`config.mk`:
```
export PLATFORM = sky130hd
export DESIGN_NAME = common_dffram_wrctrl
export DESIGN_NICKNAME = d
export VERILOG_FILES = /design/src/rtl/common_dffram_wrctrl.sv
export SDC_FILE = /design/constraint.sdc
export NUM_CORES = 1
export LEC_CHECK = 0
export ABC_AREA = 1
export BUFFER_PORTS_ARGS = -buffer_cell sky130_fd_sc_hd__buf_4
export CAP_MARGIN = 15
export CORE_AREA = 2 2 39 41
export CTS_CLUSTER_SIZE = 40
export DETAILED_ROUTE_END_ITERATION = 10
export DIE_AREA = 0 0 41 43
export PLACE_DENSITY = 0.56
export SLEW_MARGIN = 10
export SYNTH_ARGS = -nofsm -noshare
export SYNTH_HDL_FRONTEND = slang
export SYNTH_SLANG_ARGS = --single-unit
```
`constraint.sdc`:
```
create_clock -name clk -period 2.5 [get_ports clk]
set_clock_uncertainty 0.05 [all_clocks]
set_input_delay 0.125 -clock clk [delete_from_list [all_inputs] [get_ports clk]]
set_output_delay 0.125 -clock clk [all_outputs]
set_load 0.005 [all_outputs]
```
`src/rtl/common_dffram_wrctrl.sv`:
```
// -----------------------------------------------------------------------------
// common_dffram_wrctrl
//
// Write-port initiator for the DFF-based RAM family (2-address, bit-write-
// enable, 2-read). Drives RAM port A and arbitrates between a valid/ready
// client write stream and an internal clear engine that sweeps every address
// with a fill word (bulk invalidate for tag / predictor / regfile arrays).
//
// Parameters
//   RAM_DATA_WIDTH : word width, equals the RAM data width
//   RAM_ADDR_WIDTH : address width, RAM depth is 2**RAM_ADDR_WIDTH
//
// Ports
//   clk, reset              : clock, synchronous active-high reset
//   req_valid/req_ready     : client write handshake
//   req_addr/wmask/data     : client write address, per-bit enable, data
//   clr_start, clr_value    : start pulse and fill word for a full clear
//   clr_busy, clr_done      : sweep in progress / one-cycle completion pulse
//   ram_addra/ena/wea/dina  : registered RAM port A drive
//
// Build option
//   COMMON_DFFRAM_WRCTRL_CLEAR_ON_RESET_EN : when defined, reset lands in the
//   clear state with a zero fill so the array is swept automatically after
//   every reset. When undefined, reset lands idle.
// -----------------------------------------------------------------------------
module common_dffram_wrctrl #(
    parameter int RAM_DATA_WIDTH = 1,
    parameter int RAM_ADDR_WIDTH = 1
) (
    input  logic                      clk,
    input  logic                      reset,
    input  logic                      req_valid,
    output logic                      req_ready,
    input  logic [RAM_ADDR_WIDTH-1:0] req_addr,
    input  logic [RAM_DATA_WIDTH-1:0] req_wmask,
    input  logic [RAM_DATA_WIDTH-1:0] req_data,
    input  logic                      clr_start,
    input  logic [RAM_DATA_WIDTH-1:0] clr_value,
    output logic                      clr_busy,
    output logic                      clr_done,
    output logic [RAM_ADDR_WIDTH-1:0] ram_addra,
    output logic                      ram_ena,
    output logic [RAM_DATA_WIDTH-1:0] ram_wea,
    output logic [RAM_DATA_WIDTH-1:0] ram_dina
);

    localparam int CNT_W = RAM_ADDR_WIDTH + 1;

    localparam logic [RAM_DATA_WIDTH-1:0] DATA_ONES = {RAM_DATA_WIDTH{1'b1}};
    localparam logic [RAM_DATA_WIDTH-1:0] DATA_ZERO = {RAM_DATA_WIDTH{1'b0}};
    localparam logic [RAM_ADDR_WIDTH-1:0] ADDR_ZERO = {RAM_ADDR_WIDTH{1'b0}};
    localparam logic [CNT_W-1:0]          CNT_ZERO  = {CNT_W{1'b0}};
    localparam logic [CNT_W-1:0]          CNT_ONE   = {{RAM_ADDR_WIDTH{1'b0}}, 1'b1};

    typedef enum logic [0:0] {
        S_IDLE  = 1'b0,
        S_CLEAR = 1'b1
    } state_t;

    state_t                      state_q;
    // Sweep counter holds the next address to write; the extra MSB sets once
    // the last address has been issued and marks the end of the sweep.
    logic [CNT_W-1:0]            cnt_q;
    logic [CNT_W-1:0]            cnt_d;
    logic [RAM_DATA_WIDTH-1:0]   fill_q;
    logic [RAM_ADDR_WIDTH-1:0]   ram_addra_q;
    logic                        ram_ena_q;
    logic [RAM_DATA_WIDTH-1:0]   ram_wea_q;
    logic [RAM_DATA_WIDTH-1:0]   ram_dina_q;
    logic                        clr_busy_q;
    logic                        clr_done_q;

    assign ram_addra = ram_addra_q;
    assign ram_ena   = ram_ena_q;
    assign ram_wea   = ram_wea_q;
    assign ram_dina  = ram_dina_q;
    assign clr_busy  = clr_busy_q;
    assign clr_done  = clr_done_q;

    // Incremented sweep counter for the next clear cycle.
    always_comb begin
        cnt_d = cnt_q + CNT_ONE;
    end

    // Client ready: only idle accepts writes, and a clear start takes priority.
    always_comb begin
        req_ready = 1'b0;
        case (state_q)
            S_IDLE:  req_ready = !clr_start;
            S_CLEAR: req_ready = 1'b0;
            default: req_ready = 1'b0;
        endcase
    end

    // Arbitration FSM with registered RAM port drive and clear status.
    always_ff @(posedge clk) begin
        if (reset) begin
`ifdef COMMON_DFFRAM_WRCTRL_CLEAR_ON_RESET_EN
            state_q    <= S_CLEAR;
            clr_busy_q <= 1'b1;
`else
            state_q    <= S_IDLE;
            clr_busy_q <= 1'b0;
`endif
            cnt_q       <= CNT_ZERO;
            fill_q      <= DATA_ZERO;
            ram_addra_q <= ADDR_ZERO;
            ram_ena_q   <= 1'b0;
            ram_wea_q   <= DATA_ZERO;
            ram_dina_q  <= DATA_ZERO;
            clr_done_q  <= 1'b0;
        end else begin
            case (state_q)
                S_IDLE: begin
                    clr_done_q <= 1'b0;
                    if (clr_start) begin
                        // Address 0 is written on the accepting edge so the
                        // first sweep write lands in the very next cycle; the
                        // counter therefore resumes at address 1.
                        state_q     <= S_CLEAR;
                        fill_q      <= clr_value;
                        cnt_q       <= CNT_ONE;
                        clr_busy_q  <= 1'b1;
                        ram_ena_q   <= 1'b1;
                        ram_addra_q <= ADDR_ZERO;
                        ram_wea_q   <= DATA_ONES;
                        ram_dina_q  <= clr_value;
                    end else if (req_valid) begin
                        // req_ready is high here, so this is a handshake.
                        clr_busy_q  <= 1'b0;
                        ram_ena_q   <= 1'b1;
                        ram_addra_q <= req_addr;
                        ram_wea_q   <= req_wmask;
                        ram_dina_q  <= req_data;
                    end else begin
                        clr_busy_q  <= 1'b0;
                        ram_ena_q   <= 1'b0;
                        ram_wea_q   <= DATA_ZERO;
                    end
                end
                S_CLEAR: begin
                    if (cnt_q[RAM_ADDR_WIDTH]) begin
                        // Last address already issued: finish the sweep.
                        state_q    <= S_IDLE;
                        cnt_q      <= CNT_ZERO;
                        clr_busy_q <= 1'b0;
                        clr_done_q <= 1'b1;
                        ram_ena_q  <= 1'b0;
                        ram_wea_q  <= DATA_ZERO;
                    end else begin
                        cnt_q       <= cnt_d;
                        clr_busy_q  <= 1'b1;
                        clr_done_q  <= 1'b0;
                        ram_ena_q   <= 1'b1;
                        ram_addra_q <= cnt_q[RAM_ADDR_WIDTH-1:0];
                        ram_wea_q   <= DATA_ONES;
                        ram_dina_q  <= fill_q;
                    end
                end
                default: begin
                    state_q    <= S_IDLE;
                    cnt_q      <= CNT_ZERO;
                    clr_busy_q <= 1'b0;
                    clr_done_q <= 1'b0;
                    ram_ena_q  <= 1'b0;
                    ram_wea_q  <= DATA_ZERO;
                end
            endcase
        end
    end

endmodule

```
==> results of run 1 <==
==> sequential cells by signal, indices dropped and copies added (netlist names) <==
register / count
clr_done: 1
ram_wea: 1
ram_dina: 1
cnt_q: 2
clr_busy: 1
ram_addra: 1
fill_q: 1
ram_ena: 1
==> metrics by stage <==
step / instances / util [%] / hold slack, ns / total power (W) / setup slack [ns]
floorplan: 49 / - / 0.1441 / 0.0001927 / 1.535
global placement: 78 / 35.99 / 0.2883 / 0.0002180 / 1.335
detailed placement: 78 / 35.99 / 0.2927 / 0.0002184 / 1.318
CTS: 82 / 37.88 / 0.002112 / 0.0003341 / 1.213
global route: 82 / 37.88 / 0.006548 / 0.0003472 / 1.149
finish: 82 / 37.88 / 0.01153 / 0.0003275 / 1.217
==> worst max-delay path, stage by stage (launching register included) <==
cell,delay (ns)
dfxtp_1,0.61
nor2_4,0.09
buf_4,0.15
==> layout make-up <==
class,instances,area (sq um),share of cell area [%]
Inverter,5,18.77,3.580
Sequential cell,9,180.2,34.37
Multi-Input combinational cell,34,173.9,33.17
Clock buffer,4,26.28,5.012
Tap cell,16,20.02,3.819
Timing Repair Buffer,14,105.1,20.05
==> power groups by stage <==
stage               Combinational [W]  Sequential, W  Clock [W]
floorplan                   0.0000303       0.000162          0
global placement            0.0000524       0.000166          0
detailed placement          0.0000521       0.000166          0
CTS                         0.0000522       0.000163   0.000119
global route                0.0000576       0.000164   0.000125
finish                      0.0000512       0.000163   0.000113
==> final timing paths <==
kind	depth (start not counted)	slack [ns]	end
setup / recovery	2	1.22	req_ready
hold / removal	2	0.01	ram_wea$_SDFF_PP0_
setup reg to reg	5	1.31	ram_dina$_SDFFE_PP0P_
hold reg to reg	2	0.42	cnt_q[1]$_SDFFE_PP0N_
==> metal layers <==
layer,vias up,GRT usage (%)
li1,190,-
met1,162,12.70
met2,16,14.69
met3,2,4.712
met4,0,10.00
met5,-,0
==> cell families (layout without fill, tap and decap cells) <==
logic type,after synthesis,in the layout,synth area share (%)
compound gates,7,7,9.117
buf+inv,6,23,7.818
flops,9,9,46.90
simple gates,27,27,36.16
==> cell usage in the layout (no fill, tap or decap) <==
| cell | netlist | final |
|---|---|---|
| o21ai_1 | 3 | 3 |
| nand2_2 | 2 | 2 |
| clkbuf_1 | 0 | 1 |
| nor2_4 | 1 | 1 |
| nor3_2 | 1 | 1 |
| dfxtp_1 | 9 | 9 |
| o21ai_0 | 1 | 1 |
| nand2_4 | 1 | 1 |
| nor2_1 | 5 | 5 |
| inv_1 | 5 | 5 |
| nor3_1 | 2 | 2 |
| nor2_2 | 2 | 2 |
| clkbuf_4 | 0 | 3 |
| nand2_1 | 10 | 10 |
| a21oi_1 | 3 | 3 |
| buf_4 | 0 | 14 |
| nand3_1 | 3 | 3 |
==> results.py, run 1 <==
metrics = {
    "detailed_routing": {
        "ant_nets": 0,
        "drtIter0Drc": 6,
        "routed-wl-met3_um": 79,
        "wl_um": 780,
        "post-route-drc-count": 0,
        "dr.pass1.iters": 4,
        "top_layer_used": "met4",
        "via_count": 370,
        "met2_length_um": 333,
        "wl_met1_um": 351,
        "drt-wirelength-per-cell_um": 9.512,
        "via_per_inst": 4.512,
    },
    "timing": {
        "worstMarginPinSlew_ns": 0.4720,
        "slew_headroom_pct": 68.49,
        "setup_viol": 0,
        "fmax_mhz": 779.5,
        "period_share_pct": 51.31,
        "tns_ns": 0,
        "finalHoldViolCount": 0,
        "slew_violations": 0,
        "min_period_ns": 1.283,
        "rsz0062_at_grt": "false",
    },
    "yosys": {
        "yosys-top-cells-count": "10 x nand2_1, 9 x dfxtp_1, 5 x inv_1, 5 x nor2_1",
        "yosys_warnings": 0,
        "async_flop_share_pct": 0,
        "ys_types": 15,
        "synth_most_common_cell": "nand2_1",
        "ys_seq_area_share_pct": 46.91,
        "ys_top_cells_by_area": "dfxtp_1 47%, nand2_1 9.8%, inv_1 4.9%",
        "synthesis.nets": 57,
        "syn_area_sq_um": 384.1,
        "avgSynthCellArea_sq_um": 7.839,
        "synthFlopType": "dfxtp_1",
        "synth_edf_count": 0,
        "ys_ff_latch": 9,
        "syn_inst": 49,
        "yosysTopAreaCell": "dfxtp_1",
        "synth.top_cell.area_share_pct": 46.91,
    },
    "die": {
        "core-area_sq_um": 1384,
        "start_util_pct": 27.76,
        "die_y_um": 43,
        "die_w_um": 41,
        "die_area_sq_um": 1763,
        "std_cell_rows": 14,
        "ios": 15,
    },
    "power_and_ir_drop": {
        "power_frac_comb_pct": 15.6,
        "p_int_w": 0.0002426,
        "p_leak_nw": 0.2645,
        "power.density_nw_per_um2": 624.7,
        "pwr-share-seq_pct": 49.8,
        "switching_share_pct": 25.92,
        "p_sw_w": 0.00008488,
        "p_clk_share_pct": 34.6,
        "vdd_drop_max_mv": 0.2259,
    },
    "clock_tree": {
        "cts_tree": "built",
        "clkSlewWorstSetupHoldPaths_ns": 0.07,
        "clk_latency_ns": 0.25,
        "cts_made_buffers": 3,
        "cts_sinks": 9,
        "cts_hold_buffers": 0,
        "h-tree-depth": 1,
        "clockBufferDepth": 2,
        "cts_root_buffer": "clkbuf_4",
        "cts.repair.resized": 0,
        "cts_setup_buffers": 0,
    },
    "grt": {
        "grt_overflow_total": 0,
        "grt_max_degree": 12,
        "grt_first_pass_wirelength_um": 1235,
        "grt_antenna_before_repair": 0,
        "grt_pass1_vias": 301,
        "grt_usage_pct": 11.09,
    },
    "finish": {
        "design_area_sq_um": 524.3,
        "area_growth_pct": 36.48,
        "n_antenna_cell": 0,
        "final_nets": 75,
        "drive_gt1_share_pct": 36.36,
        "fill_cells": 152,
    },
    "worst_setup_path": {
        "crit_arrival_ns": 1.11,
        "start_kind": "flip-flop",
        "path_max_fanout": 11,
        "crit-reg2reg-launch": "clr_busy$_SDFF_PP0_",
        "crit_required_ns": 2.33,
        "endpoint_kind": "output pin",
        "crit_type": "reg -> out",
        "crit_path_start": "clr_busy$_SDFF_PP0_",
    },
    "placement": {
        "routabilityCongestion": 0.7535,
        "dp_hpwl_um": 603.2,
        "io_buffers": 14,
        "place_area_sq_um": 498.0,
    },
    "job": {
        "maxCapViolCount": 0,
    },
    "run_status": {
        "status": "finished clean",
    },
    "hold_path": {
        "hold_class": "in -> reg",
        "min-delay-start": "reset",
    },
}
Power figures use the tool's default switching activity.
==> inputs of run 2 (changes only) <==
Clock period 2.5 ns to 1.24 ns, I/O delays scaled along.
==> results.py, run 2 (same netlist as run 1, synthesis figures left out) <==
metrics = {
    "worst_setup_path": {
        "path_max_fanout": 11,
        "crit_required_ns": 1.13,
        "start_kind": "flip-flop",
        "crit_arrival_ns": 0.94,
        "crit_type": "reg -> out",
        "endpoint_kind": "output pin",
        "r2r_cells": 5,
    },
    "clock_tree": {
        "h-tree-depth": 1,
        "clk_latency_ns": 0.25,
        "clockBufferDepth": 2,
        "clkSlewWorstSetupHoldPaths_ns": 0.07,
        "cts_tree": "built",
        "cts_made_buffers": 3,
        "cts_root_buffer": "clkbuf_4",
        "cts_setup_buffers": 0,
        "cts_sinks": 9,
    },
    "placement": {
        "routabilityCongestion": 0.7266,
        "dp_cells": 78,
        "dp_hpwl_um": 602.5,
        "place_area_sq_um": 498.0,
        "io_buffers": 14,
    },
    "timing": {
        "slew_violations": 0,
        "slew_headroom_pct": 83.19,
        "worstMarginPinSlew_ns": 0.2496,
        "period_share_pct": 84.98,
        "setup_viol": 0,
        "min_period_ns": 1.054,
        "finalHoldViolCount": 0,
        "whs_ns": 0.03299,
        "tns_ns": 0,
        "rsz0062_at_grt": "false",
        "fmax_mhz": 948.9,
    },
    "grt": {
        "grt_overflow_total": 0,
        "grt_usage_pct": 10.34,
        "grt_pass1_vias": 298,
        "grt_antenna_before_repair": 0,
        "grt_first_pass_wirelength_um": 1214,
        "grt_max_degree": 12,
    },
    "detailed_routing": {
        "drt-wirelength-per-cell_um": 9.554,
        "wl_met1_um": 374,
        "drtIter0Drc": 9,
        "met2_length_um": 327,
        "top_layer_used": "met4",
        "via_per_inst": 4.470,
        "ant_nets": 0,
        "wl_um": 793,
        "dr.pass1.iters": 4,
        "post-route-drc-count": 0,
        "via_count": 371,
        "routed-wl-met3_um": 76,
    },
    "finish": {
        "design_area_sq_um": 535.5,
        "fill_cells": 150,
        "area_growth_pct": 39.41,
        "layout_common_cells": "14 x buf_4, 10 x nand2_1, 8 x dfxtp_1",
        "final_common_cell": "buf_4",
        "finalNonFillerCells": 83,
        "n_antenna_cell": 0,
        "drive_gt1_share_pct": 37.31,
        "final_nets": 76,
        "final_util_pct": 38.70,
        "regMostFlops": "cnt_q",
        "largest_reg_flops": 2,
    },
    "die": {
        "ios": 15,
        "start_util_pct": 27.76,
        "die_y_um": 43,
        "core-area_sq_um": 1384,
        "die_w_um": 41,
        "die_area_sq_um": 1763,
        "std_cell_rows": 14,
    },
    "run_status": {
        "status": "finished clean",
    },
    "hold_path": {
        "hold_depth": 3,
        "hold_class": "in -> reg",
    },
    "job": {
        "maxCapViolCount": 0,
    },
    "power_and_ir_drop": {
        "power.density_nw_per_um2": 1239,
        "p_leak_nw": 0.2688,
        "vdd_drop_max_mv": 0.5783,
    },
}
## run 2: power breakdown
group | switching [W] | internal, W
clock | 0.000104 | 0.000124
sequential | 0.0000188 | 0.000310
combinational | 0.0000489 | 0.0000573
## run 2: worst paths after layout
check,start,endpoint,slack [ns]
hold reg to reg,cnt_q[0]$_SDFFE_PP0N_,cnt_q[1]$_SDFFE_PP0N_,0.43
hold / removal,req_wmask,ram_wea$_SDFF_PP0_,0.03
setup reg to reg,clr_busy$_SDFF_PP0_,ram_dina$_SDFFE_PP0P_,0.22
setup / recovery,clr_busy$_SDFF_PP0_,req_ready,0.19
## run 2: routing by layer
layer	up-vias	global-route usage [%]
met5	-	0
met3	2	3.141
li1	191	-
met4	0	8.000
met1	161	13.83
met2	17	13.13
## run 2: final cells by class
| cell class | instances | area (sq um) | area share (%) |
|---|---|---|---|
| sequential | 9 | 181.4 | 33.88 |
| timing repair buffer | 15 | 115.1 | 21.50 |
| multi-input combinational | 34 | 173.9 | 32.48 |
| clock buffer | 4 | 26.28 | 4.907 |
| inverter | 5 | 18.77 | 3.505 |
| tap | 16 | 20.02 | 3.738 |
## run 2: what timing repair did
action / 4_1_cts / 5_1_grt
hold buffers: 1 / 0
hold endpoints to repair: 4 / 0
setup endpoints to repair: 0 / 3
gates resized for setup: 0 / 1
## run 2: stage by stage
stage / setup WS (ns) / total power, W
floorplan: 0.2746 / 0.0003884
global placement: 0.07398 / 0.0004397
detailed placement: 0.06890 / 0.0004398
CTS: 0.02848 / 0.0006702
global route: 0.1212 / 0.0007006
finish: 0.1862 / 0.0006635
## run 2: critical path: stages (launching register included)
cell and delay (ns):
dfxtp_2 0.39, nor2_4 0.16, buf_4 0.13
